==> src/rtl/bti_sram_arb_pkg.sv <==
// Shared BTI definitions: command encodings, transaction-ID width, requester IDs
// and the arbiter hold-state encoding used by bti_sram_arb and its order FIFO.
package bti_sram_arb_pkg;

  localparam int BTI_TIDW = 4;

  typedef enum logic [1:0] {
    BTI_CMD_RD = 2'd0,
    BTI_CMD_WR = 2'd1
  } bti_cmd_e;

  typedef logic bti_rid_t;

  localparam bti_rid_t RID_M0 = 1'b0;
  localparam bti_rid_t RID_M1 = 1'b1;

  // A hold state pins the grant to one requester while its request is stalled.
  typedef enum logic [1:0] {
    ARB_IDLE    = 2'd0,
    ARB_HOLD_M0 = 2'd1,
    ARB_HOLD_M1 = 2'd2
  } arb_state_e;

  function automatic arb_state_e hold_state(input bti_rid_t rid);
    return (rid == RID_M1) ? ARB_HOLD_M1 : ARB_HOLD_M0;
  endfunction

endpackage

==> src/rtl/bti_sram_arb_if.sv <==
// BTI request and response channel interfaces (valid/ready handshake with a
// payload), each with a master-side and slave-side modport.
interface bti_req_if_t import bti_sram_arb_pkg::*; #(
  parameter int AW = 32,
  parameter int DW = 32
);
  logic                vld;
  logic                rdy;
  logic [AW-1:0]       addr;
  bti_cmd_e            cmd;
  logic [DW/8-1:0]     strobe;
  logic [DW-1:0]       data;
  logic [BTI_TIDW-1:0] tid;

  modport mst (output vld, addr, cmd, strobe, data, tid, input rdy);
  modport slv (input vld, addr, cmd, strobe, data, tid, output rdy);
endinterface

interface bti_rsp_if_t import bti_sram_arb_pkg::*; #(
  parameter int DW = 32
);
  logic                vld;
  logic                rdy;
  logic [DW-1:0]       data;
  logic                err;
  logic [BTI_TIDW-1:0] tid;

  modport mst (output vld, data, err, tid, input rdy);
  modport slv (input vld, data, err, tid, output rdy);
endinterface

==> src/rtl/bti_arb_ord_fifo.sv <==
// Order FIFO holding the requester ID of every granted request until its
// in-order response returns; pointers carry an extra MSB to tell full from empty.
module bti_arb_ord_fifo import bti_sram_arb_pkg::*; #(
  parameter int OSD = 4
) (
  input  logic                 clk,
  input  logic                 rst_n,
  input  logic                 push_i,
  input  bti_rid_t             push_id_i,
  input  logic                 pop_i,
  output logic                 full_o,
  output logic                 empty_o,
  output bti_rid_t             head_o,
  output logic [$clog2(OSD):0] cnt_o
);

  localparam int PW = $clog2(OSD);
  localparam logic [PW:0] ONE = 1;

  logic [PW:0] wptr_q, wptr_d;
  logic [PW:0] rptr_q, rptr_d;
  logic [PW:0] cnt_q, cnt_d;
  bti_rid_t    mem_q [OSD];
  logic        do_push;
  logic        do_pop;

  assign full_o  = (wptr_q[PW] != rptr_q[PW]) && (wptr_q[PW-1:0] == rptr_q[PW-1:0]);
  assign empty_o = (wptr_q == rptr_q);
  assign head_o  = mem_q[rptr_q[PW-1:0]];
  assign cnt_o   = cnt_q;

  // A push into a full FIFO is refused even if a pop frees a slot this cycle.
  assign do_push = push_i && !full_o;
  assign do_pop  = pop_i && !empty_o;

  always_comb begin
    wptr_d = do_push ? wptr_q + ONE : wptr_q;
    rptr_d = do_pop  ? rptr_q + ONE : rptr_q;
    cnt_d  = cnt_q;
    if (do_push && !do_pop) begin
      cnt_d = cnt_q + ONE;
    end else if (!do_push && do_pop) begin
      cnt_d = cnt_q - ONE;
    end
  end

  always_ff @(posedge clk or negedge rst_n) begin
    if (!rst_n) begin
      wptr_q <= '0;
      rptr_q <= '0;
      cnt_q  <= '0;
    end else begin
      wptr_q <= wptr_d;
      rptr_q <= rptr_d;
      cnt_q  <= cnt_d;
    end
  end

  always_ff @(posedge clk) begin
    if (do_push) begin
      mem_q[wptr_q[PW-1:0]] <= push_id_i;
    end
  end

endmodule

==> src/rtl/bti_sram_arb.sv <==
// Two-requester arbiter in front of a shared bti_sram with in-order response routing.
// Define BTI_SRAM_ARB_RR_EN for round-robin; otherwise m1 (LSU) has fixed priority.
module bti_sram_arb import bti_sram_arb_pkg::*; #(
  parameter int BTI_AW = 32,
  parameter int BTI_DW = 32,
  parameter int OSD    = 4
) (
  input  logic                 clk,
  input  logic                 rst_n,
  bti_req_if_t.slv             m0_req_slv,
  bti_rsp_if_t.mst             m0_rsp_mst,
  bti_req_if_t.slv             m1_req_slv,
  bti_rsp_if_t.mst             m1_rsp_mst,
  bti_req_if_t.mst             s_req_mst,
  bti_rsp_if_t.slv             s_rsp_slv,
  output logic [$clog2(OSD):0] osd_cnt
);

  arb_state_e            state_q, state_d;
  bti_rid_t              contend_id;
  bti_rid_t              gnt_id;
  logic                  gnt_vld;
  logic                  s_vld;
  logic                  push;
  logic                  pop;
  logic                  fifo_full;
  logic                  fifo_empty;
  bti_rid_t              head_id;
  logic [BTI_AW-1:0]     addr_mux;
  logic [BTI_DW-1:0]     wdata_mux;
  logic [BTI_DW/8-1:0]   strobe_mux;
  logic [BTI_DW-1:0]     rsp_data;

`ifdef BTI_SRAM_ARB_RR_EN
  bti_rid_t prio_q, prio_d;

  assign contend_id = prio_q;
  assign prio_d     = push ? ~gnt_id : prio_q;

  always_ff @(posedge clk or negedge rst_n) begin
    if (!rst_n) begin
      prio_q <= RID_M0;
    end else begin
      prio_q <= prio_d;
    end
  end
`else
  assign contend_id = RID_M1;
`endif

  // A stalled grant stays with its requester until the handshake completes.
  always_comb begin
    gnt_id  = RID_M0;
    state_d = ARB_IDLE;
    if (state_q == ARB_HOLD_M0 && m0_req_slv.vld) begin
      gnt_id = RID_M0;
    end else if (state_q == ARB_HOLD_M1 && m1_req_slv.vld) begin
      gnt_id = RID_M1;
    end else if (m0_req_slv.vld && m1_req_slv.vld) begin
      gnt_id = contend_id;
    end else if (m1_req_slv.vld) begin
      gnt_id = RID_M1;
    end
    gnt_vld = (gnt_id == RID_M1) ? m1_req_slv.vld : m0_req_slv.vld;
    s_vld   = gnt_vld && !fifo_full;
    push    = s_vld && s_req_mst.rdy;
    if (gnt_vld && !push) begin
      state_d = hold_state(gnt_id);
    end
  end

  always_ff @(posedge clk or negedge rst_n) begin
    if (!rst_n) begin
      state_q <= ARB_IDLE;
    end else begin
      state_q <= state_d;
    end
  end

  assign addr_mux   = (gnt_id == RID_M1) ? m1_req_slv.addr   : m0_req_slv.addr;
  assign wdata_mux  = (gnt_id == RID_M1) ? m1_req_slv.data   : m0_req_slv.data;
  assign strobe_mux = (gnt_id == RID_M1) ? m1_req_slv.strobe : m0_req_slv.strobe;

  assign s_req_mst.vld    = s_vld;
  assign s_req_mst.addr   = addr_mux;
  assign s_req_mst.cmd    = (gnt_id == RID_M1) ? m1_req_slv.cmd : m0_req_slv.cmd;
  assign s_req_mst.strobe = strobe_mux;
  assign s_req_mst.data   = wdata_mux;
  assign s_req_mst.tid    = (gnt_id == RID_M1) ? m1_req_slv.tid : m0_req_slv.tid;

  assign m0_req_slv.rdy = push && (gnt_id == RID_M0);
  assign m1_req_slv.rdy = push && (gnt_id == RID_M1);

  // Responses return in grant order, so the FIFO head names their owner.
  assign s_rsp_slv.rdy  = !fifo_empty && ((head_id == RID_M1) ? m1_rsp_mst.rdy : m0_rsp_mst.rdy);
  assign pop            = s_rsp_slv.vld && s_rsp_slv.rdy;
  assign rsp_data       = s_rsp_slv.data;

  assign m0_rsp_mst.vld  = s_rsp_slv.vld && !fifo_empty && (head_id == RID_M0);
  assign m0_rsp_mst.data = rsp_data;
  assign m0_rsp_mst.err  = s_rsp_slv.err;
  assign m0_rsp_mst.tid  = s_rsp_slv.tid;

  assign m1_rsp_mst.vld  = s_rsp_slv.vld && !fifo_empty && (head_id == RID_M1);
  assign m1_rsp_mst.data = rsp_data;
  assign m1_rsp_mst.err  = s_rsp_slv.err;
  assign m1_rsp_mst.tid  = s_rsp_slv.tid;

  bti_arb_ord_fifo #(
    .OSD (OSD)
  ) u_ord_fifo (
    .clk       (clk),
    .rst_n     (rst_n),
    .push_i    (push),
    .push_id_i (gnt_id),
    .pop_i     (pop),
    .full_o    (fifo_full),
    .empty_o   (fifo_empty),
    .head_o    (head_id),
    .cnt_o     (osd_cnt)
  );

endmodule

==> src/flat_wrapper.sv <==
// flat-port wrapper written by rule: the top's interface ports become plain ports
module bti_sram_arb_flat import bti_sram_arb_pkg::*;
#(
  parameter int BTI_AW = 32,
  parameter int BTI_DW = 32,
  parameter int OSD    = 4
)
  (clk, rst_n, osd_cnt, m0_req_slv_vld, m0_req_slv_addr, m0_req_slv_cmd, m0_req_slv_strobe, m0_req_slv_data, m0_req_slv_tid, m0_req_slv_rdy, m0_rsp_mst_vld, m0_rsp_mst_data, m0_rsp_mst_err, m0_rsp_mst_tid, m0_rsp_mst_rdy, m1_req_slv_vld, m1_req_slv_addr, m1_req_slv_cmd, m1_req_slv_strobe, m1_req_slv_data, m1_req_slv_tid, m1_req_slv_rdy, m1_rsp_mst_vld, m1_rsp_mst_data, m1_rsp_mst_err, m1_rsp_mst_tid, m1_rsp_mst_rdy, s_req_mst_vld, s_req_mst_addr, s_req_mst_cmd, s_req_mst_strobe, s_req_mst_data, s_req_mst_tid, s_req_mst_rdy, s_rsp_slv_vld, s_rsp_slv_data, s_rsp_slv_err, s_rsp_slv_tid, s_rsp_slv_rdy);
  bti_req_if_t #(.AW((32)), .DW((32))) m0_req_slv_i ();
  bti_rsp_if_t #(.DW((32))) m0_rsp_mst_i ();
  bti_req_if_t #(.AW((32)), .DW((32))) m1_req_slv_i ();
  bti_rsp_if_t #(.DW((32))) m1_rsp_mst_i ();
  bti_req_if_t #(.AW((32)), .DW((32))) s_req_mst_i ();
  bti_rsp_if_t #(.DW((32))) s_rsp_slv_i ();
  input  logic clk;
  input  logic rst_n;
  output logic [$clog2(OSD):0] osd_cnt;
  input wire logic [$bits(m0_req_slv_i.vld)-1:0] m0_req_slv_vld;
  input wire logic [$bits(m0_req_slv_i.addr)-1:0] m0_req_slv_addr;
  input wire logic [$bits(m0_req_slv_i.cmd)-1:0] m0_req_slv_cmd;
  input wire logic [$bits(m0_req_slv_i.strobe)-1:0] m0_req_slv_strobe;
  input wire logic [$bits(m0_req_slv_i.data)-1:0] m0_req_slv_data;
  input wire logic [$bits(m0_req_slv_i.tid)-1:0] m0_req_slv_tid;
  output wire logic [$bits(m0_req_slv_i.rdy)-1:0] m0_req_slv_rdy;
  output wire logic [$bits(m0_rsp_mst_i.vld)-1:0] m0_rsp_mst_vld;
  output wire logic [$bits(m0_rsp_mst_i.data)-1:0] m0_rsp_mst_data;
  output wire logic [$bits(m0_rsp_mst_i.err)-1:0] m0_rsp_mst_err;
  output wire logic [$bits(m0_rsp_mst_i.tid)-1:0] m0_rsp_mst_tid;
  input wire logic [$bits(m0_rsp_mst_i.rdy)-1:0] m0_rsp_mst_rdy;
  input wire logic [$bits(m1_req_slv_i.vld)-1:0] m1_req_slv_vld;
  input wire logic [$bits(m1_req_slv_i.addr)-1:0] m1_req_slv_addr;
  input wire logic [$bits(m1_req_slv_i.cmd)-1:0] m1_req_slv_cmd;
  input wire logic [$bits(m1_req_slv_i.strobe)-1:0] m1_req_slv_strobe;
  input wire logic [$bits(m1_req_slv_i.data)-1:0] m1_req_slv_data;
  input wire logic [$bits(m1_req_slv_i.tid)-1:0] m1_req_slv_tid;
  output wire logic [$bits(m1_req_slv_i.rdy)-1:0] m1_req_slv_rdy;
  output wire logic [$bits(m1_rsp_mst_i.vld)-1:0] m1_rsp_mst_vld;
  output wire logic [$bits(m1_rsp_mst_i.data)-1:0] m1_rsp_mst_data;
  output wire logic [$bits(m1_rsp_mst_i.err)-1:0] m1_rsp_mst_err;
  output wire logic [$bits(m1_rsp_mst_i.tid)-1:0] m1_rsp_mst_tid;
  input wire logic [$bits(m1_rsp_mst_i.rdy)-1:0] m1_rsp_mst_rdy;
  output wire logic [$bits(s_req_mst_i.vld)-1:0] s_req_mst_vld;
  output wire logic [$bits(s_req_mst_i.addr)-1:0] s_req_mst_addr;
  output wire logic [$bits(s_req_mst_i.cmd)-1:0] s_req_mst_cmd;
  output wire logic [$bits(s_req_mst_i.strobe)-1:0] s_req_mst_strobe;
  output wire logic [$bits(s_req_mst_i.data)-1:0] s_req_mst_data;
  output wire logic [$bits(s_req_mst_i.tid)-1:0] s_req_mst_tid;
  input wire logic [$bits(s_req_mst_i.rdy)-1:0] s_req_mst_rdy;
  input wire logic [$bits(s_rsp_slv_i.vld)-1:0] s_rsp_slv_vld;
  input wire logic [$bits(s_rsp_slv_i.data)-1:0] s_rsp_slv_data;
  input wire logic [$bits(s_rsp_slv_i.err)-1:0] s_rsp_slv_err;
  input wire logic [$bits(s_rsp_slv_i.tid)-1:0] s_rsp_slv_tid;
  output wire logic [$bits(s_rsp_slv_i.rdy)-1:0] s_rsp_slv_rdy;
  assign m0_req_slv_i.vld = m0_req_slv_vld;
  assign m0_req_slv_i.addr = m0_req_slv_addr;
  assign m0_req_slv_i.cmd = m0_req_slv_cmd;
  assign m0_req_slv_i.strobe = m0_req_slv_strobe;
  assign m0_req_slv_i.data = m0_req_slv_data;
  assign m0_req_slv_i.tid = m0_req_slv_tid;
  assign m0_req_slv_rdy = m0_req_slv_i.rdy;
  assign m0_rsp_mst_vld = m0_rsp_mst_i.vld;
  assign m0_rsp_mst_data = m0_rsp_mst_i.data;
  assign m0_rsp_mst_err = m0_rsp_mst_i.err;
  assign m0_rsp_mst_tid = m0_rsp_mst_i.tid;
  assign m0_rsp_mst_i.rdy = m0_rsp_mst_rdy;
  assign m1_req_slv_i.vld = m1_req_slv_vld;
  assign m1_req_slv_i.addr = m1_req_slv_addr;
  assign m1_req_slv_i.cmd = m1_req_slv_cmd;
  assign m1_req_slv_i.strobe = m1_req_slv_strobe;
  assign m1_req_slv_i.data = m1_req_slv_data;
  assign m1_req_slv_i.tid = m1_req_slv_tid;
  assign m1_req_slv_rdy = m1_req_slv_i.rdy;
  assign m1_rsp_mst_vld = m1_rsp_mst_i.vld;
  assign m1_rsp_mst_data = m1_rsp_mst_i.data;
  assign m1_rsp_mst_err = m1_rsp_mst_i.err;
  assign m1_rsp_mst_tid = m1_rsp_mst_i.tid;
  assign m1_rsp_mst_i.rdy = m1_rsp_mst_rdy;
  assign s_req_mst_vld = s_req_mst_i.vld;
  assign s_req_mst_addr = s_req_mst_i.addr;
  assign s_req_mst_cmd = s_req_mst_i.cmd;
  assign s_req_mst_strobe = s_req_mst_i.strobe;
  assign s_req_mst_data = s_req_mst_i.data;
  assign s_req_mst_tid = s_req_mst_i.tid;
  assign s_req_mst_i.rdy = s_req_mst_rdy;
  assign s_rsp_slv_i.vld = s_rsp_slv_vld;
  assign s_rsp_slv_i.data = s_rsp_slv_data;
  assign s_rsp_slv_i.err = s_rsp_slv_err;
  assign s_rsp_slv_i.tid = s_rsp_slv_tid;
  assign s_rsp_slv_rdy = s_rsp_slv_i.rdy;
  bti_sram_arb #(.BTI_AW(BTI_AW), .BTI_DW(BTI_DW), .OSD(OSD)) u_core (.clk(clk), .rst_n(rst_n), .m0_req_slv(m0_req_slv_i), .m0_rsp_mst(m0_rsp_mst_i), .m1_req_slv(m1_req_slv_i), .m1_rsp_mst(m1_rsp_mst_i), .s_req_mst(s_req_mst_i), .s_rsp_slv(s_rsp_slv_i), .osd_cnt(osd_cnt));
endmodule
==> config.mk <==
export PLATFORM = sky130hd
export DESIGN_NAME = bti_sram_arb_flat
export DESIGN_NICKNAME = d
export VERILOG_FILES = /design/src/rtl/bti_sram_arb_pkg.sv /design/src/rtl/bti_sram_arb_if.sv /design/src/rtl/bti_arb_ord_fifo.sv /design/src/rtl/bti_sram_arb.sv /design/src/flat_wrapper.sv
export SDC_FILE = /design/constraint.sdc
export NUM_CORES = 1
export LEC_CHECK = 0
export ABC_AREA = 1
export CAP_MARGIN = 0
export CORE_AREA = 10 10 128 130
export CTS_CLUSTER_SIZE = 8
export DETAILED_ROUTE_END_ITERATION = 6
export DIE_AREA = 0 0 138 140
export PLACE_DENSITY = 0.71
export SYNTH_ARGS = -nofsm -noshare
export SYNTH_HDL_FRONTEND = slang
export SYNTH_HIERARCHICAL = 1
export SYNTH_SLANG_ARGS = --single-unit
export TNS_END_PERCENT = 30
==> constraint.sdc <==
create_clock -name clk -period 3.2 [get_ports clk]
set_input_delay 0.64 -clock clk [delete_from_list [all_inputs] [get_ports clk]]
set_output_delay 0.64 -clock clk [all_outputs]
set_load 0.02 [all_outputs]
==> impl_metrics.env <==
export IMPL_status="complete, no violations"
export IMPL_layout_setup_ws_ns=0.107
export IMPL_die_w_um=138
export IMPL_mostFrequentLayoutCell="clkdlybuf4s50_1"
export IMPL_criticalPathCategory="in2out"
export IMPL_seqPwrFrac=0.180
export IMPL_dieHeight_um=140
export IMPL_maxCapViolCount=0
export IMPL_area_growth_pct=81.4
export IMPL_cts_made_buffers=3
export IMPL_ant_nets=0
export IMPL_internal_power_mw=1.11
export IMPL_relSlewSlack=0.651
export IMPL_final_area_sq_mm=0.00462
export IMPL_final_cells=763
export IMPL_crit_chain="clkdlybuf4s50_1 -> nand3_2 -> nand2_2 -> buf_12 -> nand2_1 -> nand2_1 -> clkdlybuf4s50_1"
export IMPL_fin_nets=784
export IMPL_switchingPower_uw=835
export IMPL_grt_overflow_total=0
export IMPL_irDropWorstVdd_mv=0.278
export IMPL_grt_max_degree=44
export IMPL_vias=3133
export IMPL_drc_errors=0
export IMPL_total_power_mw=1.95
export IMPL_clkSinkCount=15
export IMPL_hold_slack_ns=0.496
export IMPL_synth_xor_area_frac=0.0167
export IMPL_synth_area_sq_mm=0.00254
export IMPL_period_minus_slack_ns=3.09
export IMPL_path_clk_slew_ns=0.05
export IMPL_utilization=0.335
export IMPL_max_stage_delay_ns=0.63
export IMPL_diodes=0
export IMPL_synth_area_leaders="nand2_1, buf_4, nand3_1"
export IMPL_drive_gt1_frac=0.0360
export IMPL_fp_dieArea_sq_mm=0.0193
export IMPL_ctsResizeCount=0
export IMPL_place_area_sq_mm=0.00454
export IMPL_cpMaxStageDelayCell="clkdlybuf4s50_1"
export IMPL_syn_inst=431
export IMPL_core_area_sq_mm=0.0138
export IMPL_tightest_slew_ns=0.522
export IMPL_dr_wl_met3_um=1640
export IMPL_rsz0062_at_grt="false"
export IMPL_cts_htree_levels=1
export IMPL_setup_worst_path_end_class="output port"
export IMPL_maxSlewViolCount=0
export IMPL_clk_latency_ns=0.24
export IMPL_synth_fa_ha_area_frac=0.0374
export IMPL_yosysWarningCount=6
export IMPL_fin_tns_setup_ns=0
export IMPL_drtIter0Drc=90
export IMPL_synth_seq_area_share=0.155
export IMPL_met2_wirelength_um=5360
export IMPL_cts_hold_buffers=0
export IMPL_wl_um=11700
export IMPL_drt_vias_per_instance=4.11
export IMPL_start_util=0.185
export IMPL_clock_power_share=0.122
export IMPL_cp_top_family="buffers and inverters"
export IMPL_globalplace_congestion=0.807
export IMPL_ctsRootBufferMaster="clkbuf_16"
export IMPL_yosysTopAreaCell="nand2_1"
export IMPL_synth_top_family_by_area="simple AND/OR/NAND/NOR gates"
export IMPL_comb_power_share=0.698
export IMPL_startpoint_type="input pin"
export IMPL_cts_tree="built"
export IMPL_rows=43
export IMPL_postCtsSetupBuffers=0
export IMPL_grt_pass1_vias=3257
export IMPL_synth_compound_area_frac=0.0123
export IMPL_required_ns=2.56
export IMPL_final_hold_viol_count=0
export IMPL_synthMuxAreaShare=0.00442
export IMPL_ioPinCount=350
export IMPL_period_share=0.967
export IMPL_skew_ns=0.00342
export IMPL_dp_slack_ns=0.107
export IMPL_hpwlAfterDp_um=9970
export IMPL_p_leak_nw=2.17
export IMPL_clock_path_buffers=2
export IMPL_max_freq_mhz=323
export IMPL_antenna_found_initial=0
export IMPL_cp_arrival_ns=2.45
export IMPL_synth_nets=631
export IMPL_hold_path_class="reg2reg"
export IMPL_mostFrequentLayoutCells="clkdlybuf4s50_1, nand2_1, nand3_1, inv_1, nor2_1"
export IMPL_synth_seq_cells=15
export IMPL_numPortBuffers=238
export IMPL_path_buf_inv=3
export IMPL_avgSynthCellArea_sq_um=5.90
export IMPL_ys_types=24
export IMPL_synth_top_area_share=0.258
export IMPL_met1_length_um=4540
export IMPL_grt_pass1_wl_um=18000
export IMPL_worstPathMaxFanout=33
export IMPL_synthSimpleGateAreaFrac=0.463
export IMPL_place_inst=759
export IMPL_routedWlPerCell_um=15.4
export IMPL_grt_usage=0.111
export IMPL_swShare=0.429
export IMPL_highest_layer="met4"
export IMPL_power_density_mw_per_mm2=422
export IMPL_dr_pass1_iters=4
export IMPL_finalSetupViolCount=0
-- power by group through the flow --
stage                     Clock [mW]  Sequential, mW  Combinational (mW)
after global routing           0.251           0.365                1.51
after detailed placement           0           0.355                1.37
after floorplan                    0           0.361               0.866
after CTS                      0.244           0.352                1.38
final                          0.237           0.352                1.36
after global placement             0           0.351                1.36
-- cells by family after synthesis --
family	count (synthesis)
AND/OR/NAND/NOR	277
buffers and inverters	121
flip-flops	15
adder cells (fa/ha/maj)	7
AO/OA/AOI/OAI	6
XOR/XNOR	4
multiplexers	1
-- worst reg2reg max path: stages, from the launching register on --
cell and delay (ns):
dfrtp_1 0.45, inv_1 0.13, nor2_1 0.05, o22ai_1 0.27, nor2_1 0.07, nor2_1 0.09, nand2_1 0.07, nor2_1 0.24
nand2_2 0.14, ha_1 0.20, inv_1 0.10, fa_1 0.41, mux2_2 0.26
-- path summary, 6_finish.rpt --
| path | startpoint | end | cells past startpoint | slack [ns] |
|---|---|---|---|---|
| worst max-delay path | m0_req_slv_vld | s_req_mst_data[12] | 7 | 0.11 |
| worst min-delay path | u_core/u_ord_fifo/cnt_o[2] | u_core/u_ord_fifo/cnt_o[2] | 1 | 0.50 |
| worst max register to register | u_core/u_ord_fifo/rptr_q[0] | u_core/u_ord_fifo/cnt_o[1] | 12 | 0.61 |
| worst min register to register | u_core/u_ord_fifo/cnt_o[2] | u_core/u_ord_fifo/cnt_o[2] | 1 | 0.50 |
| max in group asynchronous | rst_n | u_core/u_ord_fifo/wptr_q[1] | 1 | 2.11 |
| min in group asynchronous | rst_n | u_core/u_ord_fifo/cnt_o[1] | 1 | 0.74 |
-- layout make-up --
type / instances / area (sq um)
fillers: 1471 / 9160
clock buffers: 4 / 78.8
multi-input cells: 295 / 1360
inverters: 23 / 86.3
well taps: 180 / 225
flip-flops and latches: 15 / 395
repair buffers: 246 / 2470
-- routing by layer --
metal / GRT usage / vias up
met4: 0.0228 / 0
met3: 0.0636 / 22
li1: - / 1578
met2: 0.183 / 204
met1: 0.122 / 1329
met5: 0 / -
-- sequential cells by signal (all words and copies together) (netlist names) --
| name | flops |
|---|---|
| u_core/u_ord_fifo/mem_q | 4 |
| u_core/u_ord_fifo/cnt_o | 3 |
| u_core/u_ord_fifo/rptr_q | 3 |
| u_core/u_ord_fifo/wptr_q | 3 |
| u_core/state_q | 2 |
-- Yosys cell counts --
cell type and count:
nor3_1 2, xnor2_1 2, clkbuf_1 2, fa_1 1, nand3_1 80, nand2_4 1
buf_6 2, o22ai_1 1, dfrtp_1 11, nor2_1 13, edfxtp_1 4, o21ai_0 3
nand2_1 175, ha_1 6, nor3b_1 1, a21oi_1 2, buf_4 82, xor2_1 1
nand2_2 2, nand3_2 3, buf_2 12, inv_1 23, mux2_2 1, xnor2_2 1
Note: power is estimated with default switching activity, not from simulation.
==> RTL edit 1 (same flow settings) <==
`OSD` is set to 4 in 3 places; all go to 8.
--- a/src/rtl/bti_arb_ord_fifo.sv
+++ b/src/rtl/bti_arb_ord_fifo.sv
@@ -1,7 +1,7 @@
 // Order FIFO holding the requester ID of every granted request until its
 // in-order response returns; pointers carry an extra MSB to tell full from empty.
 module bti_arb_ord_fifo import bti_sram_arb_pkg::*; #(
-  parameter int OSD = 4
+  parameter int OSD = 8
 ) (
   input  logic                 clk,
   input  logic                 rst_n,
--- a/src/rtl/bti_sram_arb.sv
+++ b/src/rtl/bti_sram_arb.sv
@@ -3,7 +3,7 @@
 module bti_sram_arb import bti_sram_arb_pkg::*; #(
   parameter int BTI_AW = 32,
   parameter int BTI_DW = 32,
-  parameter int OSD    = 4
+  parameter int OSD    = 8
 ) (
   input  logic                 clk,
   input  logic                 rst_n,
--- a/src/flat_wrapper.sv
+++ b/src/flat_wrapper.sv
@@ -3,7 +3,7 @@
 #(
   parameter int BTI_AW = 32,
   parameter int BTI_DW = 32,
-  parameter int OSD    = 4
+  parameter int OSD    = 8
 )
   (clk, rst_n, osd_cnt, m0_req_slv_vld, m0_req_slv_addr, m0_req_slv_cmd, m0_req_slv_strobe, m0_req_slv_data, m0_req_slv_tid, m0_req_slv_rdy, m0_rsp_mst_vld, m0_rsp_mst_data, m0_rsp_mst_err, m0_rsp_mst_tid, m0_rsp_mst_rdy, m1_req_slv_vld, m1_req_slv_addr, m1_req_slv_cmd, m1_req_slv_strobe, m1_req_slv_data, m1_req_slv_tid, m1_req_slv_rdy, m1_rsp_mst_vld, m1_rsp_mst_data, m1_rsp_mst_err, m1_rsp_mst_tid, m1_rsp_mst_rdy, s_req_mst_vld, s_req_mst_addr, s_req_mst_cmd, s_req_mst_strobe, s_req_mst_data, s_req_mst_tid, s_req_mst_rdy, s_rsp_slv_vld, s_rsp_slv_data, s_rsp_slv_err, s_rsp_slv_tid, s_rsp_slv_rdy);
   bti_req_if_t #(.AW((32)), .DW((32))) m0_req_slv_i ();
Interface: changed (resized osd_cnt); port bits go from 350 to 351. The function was not compared with the original's and may differ.
==> RTL edit 1 against the unedited design <==
Register-to-register slack got worse by 0.23 ns; sequential share of layout area is 3.1 points higher; sequential cell count is 7 higher; setup slack improved by 0.028 ns; wire length up 29%; clock power up 12%; area after synthesis up 16%; power is 21% higher; cell area rose by 9.8%; count of clock-buffer cells in the layout stayed put; sequential power rose by 44%; hold slack better by 0.0034 ns.
==> RTL edit 1: results (changes against the unedited design) <==
\begin{tabular}{lr}
\hline
Metric & Value \\
\hline
\multicolumn{2}{l}{\textbf{Run status}} \\
Status & complete, no violations \\
\multicolumn{2}{l}{\textbf{Synth}} \\
Main synth FF type & dfrtp\_1 \\
Average footprint of a synthesized cell & 6.11 um2 (+3.5\%) \\
Commonest cells in the netlist & nand2\_1, nand3\_1, buf\_4 \\
Share of synthesized area occupied by flip-flops and latches & 19.9\% (+4.4 points) \\
Share of synthesized registers carrying an async set or reset & 63.6\% (-9.7 points) \\
Syn Nets & 684 (+8.4\%) \\
Cell types occupying the most area after synthesis & nand2\_1, buf\_4, nand3\_1 \\
Yosys cell types & 27 (+13\%) \\
Count of flip-flops with a built-in enable after synthesis & 8 (+4) \\
\multicolumn{2}{l}{\textbf{Global routing}} \\
Global-route wire length before repair & 21,800 um (+21\%) \\
Vias in the first global route & 3,403 (+4.5\%) \\
Antenna violations before repair & 0 (unchanged) \\
Overall global routing resource usage & 14.2\% (+3.1 points) \\
Largest net degree at the start of global routing & 75 (+70\%) \\
\multicolumn{2}{l}{\textbf{Placed design}} \\
HPWL after detailed placement & 13,200 um (+32\%) \\
Pre-CTS setup slack & 0.0933 ns (-0.0140 ns) \\
Global placement routability congestion & 0.842 (+4.3\%) \\
Dpl cell area & 4980 um2 (+9.9\%) \\
Port Buf Inserts & 239 (+0.42\%) \\
\multicolumn{2}{l}{\textbf{Detailed routing}} \\
WL per Instance & 18.5 um (+20\%) \\
Vias per std cell & 4.18 (+1.7\%) \\
Drt first pass iters & 6 (+2) \\
Drt initial violations & 166 (+84\%) \\
\multicolumn{2}{l}{\textbf{Power and ir drop}} \\
Leakage Power & 2.39 nW (+10\%) \\
Largest voltage drop on the vdd net & 0.000288 V (+3.9\%) \\
\multicolumn{2}{l}{\textbf{Critical path}} \\
Peak per-stage delay on the critical path & approximately 0.64 ns \\
Standard cell with the maximum stage delay on the critical path & clkdlybuf4s50\_1 \\
CP delay by family, top & buffers and inverters \\
Maximum fanout along the worst path & 35 (+6.1\%) \\
Arrival time of data at the critical path endpoint & 2.43 ns (-0.02 ns) \\
\multicolumn{2}{l}{\textbf{Clock tree}} \\
Insertion delay to the later sink of the worst-skew pair & 0.25 ns \\
Number of H-tree levels & 1 (unchanged) \\
Maximum clock insertion buffer count & 2 (unchanged) \\
Number of clock buffers inserted by TritonCTS & 3 (unchanged) \\
\multicolumn{2}{l}{\textbf{Cells and area}} \\
Ant. Diodes & 0 (unchanged) \\
Final Net Count & 839 (+7.0\%) \\
Non-filler instance count after layout & 819 (+7.3\%) \\
Fraction of layout cells with a size suffix above 1 & 6.10\% (+2.5 points) \\
Number of flip-flops under the largest register name & 8 (+4) \\
\multicolumn{2}{l}{\textbf{Timing}} \\
Slew of the pin with the lowest slew margin & 0.649 ns (+0.127 ns) \\
Clock Skew & 0.00220 ns (-0.00122 ns) \\
\hline
\end{tabular}
[RTL edit 1: changes by cell type in the layout (fill, tap and decap cells not counted), sizes merged, moves of 3 or more]
cell           unedited run  this run
nor2                     13        23
edfxtp                    4         8
clkdlybuf4s50           236       229
dfrtp                    11        14
buf                      10        20
nand3                    83        86
nand2                   178       204
[RTL edit 1: layer usage]
layer / GRT usage (%) / up-vias / part of all wire [%]
li1: - / 1763 / -
met1: 13.8 / 1455 / 34
met2: 23.0 / 189 / 47
met3: 12.4 / 13 / 19
met4: 2.05 / 0 / 0.63
met5: 0 / - / 0
[RTL edit 1: worst paths after layout]
check                                                        startpoint                                       to  slack [ns]  depth (start not counted)
worst max-delay path                                     m0_req_slv_vld                       s_req_mst_data[11]        0.13                          7
worst min-delay path            u_core/u_ord_fifo/rptr_q[3]$_DFFE_PN0P_  u_core/u_ord_fifo/rptr_q[3]$_DFFE_PN0P_        0.50                          2
worst max register to register  u_core/u_ord_fifo/rptr_q[1]$_DFFE_PN0P_   u_core/u_ord_fifo/cnt_o[3]$_DFFE_PN0P_        0.38                         18
worst min register to register  u_core/u_ord_fifo/rptr_q[3]$_DFFE_PN0P_  u_core/u_ord_fifo/rptr_q[3]$_DFFE_PN0P_        0.50                          2
max in group asynchronous                                         rst_n  u_core/u_ord_fifo/rptr_q[0]$_DFFE_PN0P_        1.96                          1
min in group asynchronous                                         rst_n   u_core/u_ord_fifo/cnt_o[3]$_DFFE_PN0P_        0.79                          1
[RTL edit 1: stage by stage]
step / hold WS (ns) / util (%)
finish: 0.499 / 36.8
global route: 0.531 / 36.8
CTS: 0.502 / 36.8
detailed placement: 0.489 / 36.2
global placement: 0.482 / 36.2
floorplan: 0.344 / -
[RTL edit 1: report_power, final]
group | internal, mW | switching [mW]
logic | 0.768 | 0.820
clock network | 0.170 | 0.0958
registers | 0.385 | 0.122
total | 1.32 | 1.04
[RTL edit 1: kinds of logic after synthesis]
kind of cell,share of synthesized area [%]
xor+xnor,2.07
compound gates,1.44
flops,19.9
simple gates,46.3
fa+ha+maj,2.79
buf+inv,27.5
[RTL edit 1: layout make-up]
type,instances,area (um2)
inverter,23,86.3
timing repair buffer,250,2530
multi-input combinational,340,1560
sequential,22,592
clock buffer,4,78.8
tap,180,225
fill,1501,8710
[RTL edit 1: timing repair]
item	CTS	global route
setup endpoints to repair	0	2
resized for setup	0	2
buffers inserted	0	0
hold endpoints to repair	0	0
[RTL edit 1: worst min-delay path, delay by kind of cell (launching register included)]
kind | cells | cell delay (ns)
flip-flops | 1 | 0.36
AND/OR/NAND/NOR | 2 | 0.11
==> RTL edit 2 (same flow settings) <==
Without the edit above. Encoding of `arb_state_e`: now one-hot (3 bits for 3 states).
--- a/src/rtl/bti_sram_arb_pkg.sv
+++ b/src/rtl/bti_sram_arb_pkg.sv
@@ -15,10 +15,10 @@
   localparam bti_rid_t RID_M1 = 1'b1;
 
   // A hold state pins the grant to one requester while its request is stalled.
-  typedef enum logic [1:0] {
-    ARB_IDLE    = 2'd0,
-    ARB_HOLD_M0 = 2'd1,
-    ARB_HOLD_M1 = 2'd2
+  typedef enum logic [2:0] {
+    ARB_IDLE    = 3'b001,
+    ARB_HOLD_M0 = 3'b010,
+    ARB_HOLD_M1 = 3'b100
   } arb_state_e;
 
   function automatic arb_state_e hold_state(input bti_rid_t rid);
Function: no difference found for any inputs over 4 cycles, from zero or initial values and one cycle with rst_n low; so few cycles prove little.
==> RTL edit 2 against the unedited design <==
Via count increased by 1.4%; power increased by 0.84%; register-to-register slack improved by 0.02 ns; utilization increased by 0.61 points; cell area increased by 1.8%; setup slack got worse by 0.0082 ns; sequential share of layout area increased by 0.41 points; sequential cell count increased by 1; clock skew decreased by 0.0014 ns; area after synthesis increased by 2.2%; wire length increased by 8.7%.
==> RTL edit 2: results (changes against the unedited design) <==
\begin{tabular}{lr}
\hline
Metric & Value \\
\hline
\multicolumn{2}{l}{\textbf{Placed design}} \\
HPWL after detailed placement & 10,800 um (+8.6\%) \\
Dpl cell area & 4620 um2 (+1.8\%) \\
Number of placed cells counting well taps & 764 (+0.66\%) \\
Pre-CTS setup slack & 0.0803 ns (-0.0270 ns) \\
\multicolumn{2}{l}{\textbf{Synth}} \\
Share of synthesized area occupied by flip-flops and latches & 16.2\% (+0.68 points) \\
Yosys cell types & 26 (+8.3\%) \\
Cell count after synthesis & 436 (+1.2\%) \\
Syn Nets & 636 (+0.79\%) \\
Cell types occupying the most area after synthesis & nand2\_1, buf\_4, nand3\_1 \\
\multicolumn{2}{l}{\textbf{Timing}} \\
Max\_slew headroom & 60.4\% (-4.7 points) \\
Clock Skew & 0.00204 ns (-0.00138 ns) \\
Final Cycle Share & 96.9\% (+0.26 points) \\
Worst hold slack & 0.476 ns (-0.0192 ns) \\
\multicolumn{2}{l}{\textbf{Detailed routing}} \\
Drt first pass iters & 4 (unchanged) \\
Drt initial violations & 139 (+54\%) \\
Total via count in the routed design & 3,177 (+1.4\%) \\
Post-detailed-routing wire length & 12,700 um (+8.7\%) \\
\multicolumn{2}{l}{\textbf{Critical path}} \\
Reg-to-reg slack, setup & 0.63 ns (+0.02 ns) \\
Reg2Reg Launch Point & u\_core/u\_ord\_fifo/wptr\_q[1]\$\_DFFE\_PN0P\_ \\
Peak per-stage delay on the critical path & 0.65 ns (+0.02 ns) \\
Logic depth of the worst register-to-register path & 16 (+4) \\
\multicolumn{2}{l}{\textbf{Global routing}} \\
Global-route wire length before repair & 19,300 um (+7.0\%) \\
Overall global routing resource usage & 12.1\% (+1.0 points) \\
Vias in the first global route & 3,360 (+3.2\%) \\
\multicolumn{2}{l}{\textbf{Power and ir drop}} \\
Largest voltage drop on the vdd net & 0.000230 V (-17\%) \\
Leakage Power & 2.21 nW (+2.1\%) \\
\multicolumn{2}{l}{\textbf{Cells and area}} \\
Non-filler instance count after layout & 768 (+0.66\%) \\
Fraction of layout cells with a size suffix above 1 & 4.25\% (+0.65 points) \\
\multicolumn{2}{l}{\textbf{Run status}} \\
Status & complete, no violations \\
\hline
\end{tabular}
[RTL edit 2: worst paths after layout]
check	endpoint
max in group asynchronous	u_core/state_q[2]$_DFF_PN0_
max	s_req_mst_addr[30]
max reg2reg	u_core/u_ord_fifo/cnt_o[2]$_DFFE_PN0P_
min	u_core/u_ord_fifo/cnt_o[2]$_DFFE_PN0P_
min reg2reg	u_core/u_ord_fifo/cnt_o[2]$_DFFE_PN0P_
min in group asynchronous	u_core/u_ord_fifo/cnt_o[2]$_DFFE_PN0P_
[RTL edit 2: metal layers]
metal,vias up,GRT usage [%],wire [um]
li1,1592,-,-
met1,1359,12.9,4810
met2,216,20.1,5860
met3,10,7.64,1930
met4,0,2.11,133
met5,-,0,0
[RTL edit 2: cell families after synthesis]
family                   Yosys count  synth area share [%]
XOR/XNOR                           4                  1.64
AND/OR/NAND/NOR                  277                  45.3
adder cells (fa/ha/maj)            7                  3.66
AO/OA/AOI/OAI                      7                  1.49
buffers and inverters            124                  31.3
flip-flops                        16                  16.2
multiplexers                       1                 0.433
[RTL edit 2: cell type report]
cell class / count / area, um2
Fill cell: 1479 / 9070
Timing Repair Buffer: 247 / 2510
Multi-Input combinational cell: 296 / 1370
Sequential cell: 16 / 422
Tap cell: 180 / 225
Inverter: 25 / 93.8
Clock buffer: 4 / 78.8
[RTL edit 2: power breakdown]
| group | switching, mW | total, mW | internal, mW | leakage, nW |
|---|---|---|---|---|
| clock | 0.0793 | 0.248 | 0.169 | 0.0382 |
| combinational | 0.679 | 1.35 | 0.667 | 1.99 |
| sequential | 0.0810 | 0.370 | 0.289 | 0.183 |
| total | 0.840 | 1.96 | 1.13 | 2.21 |
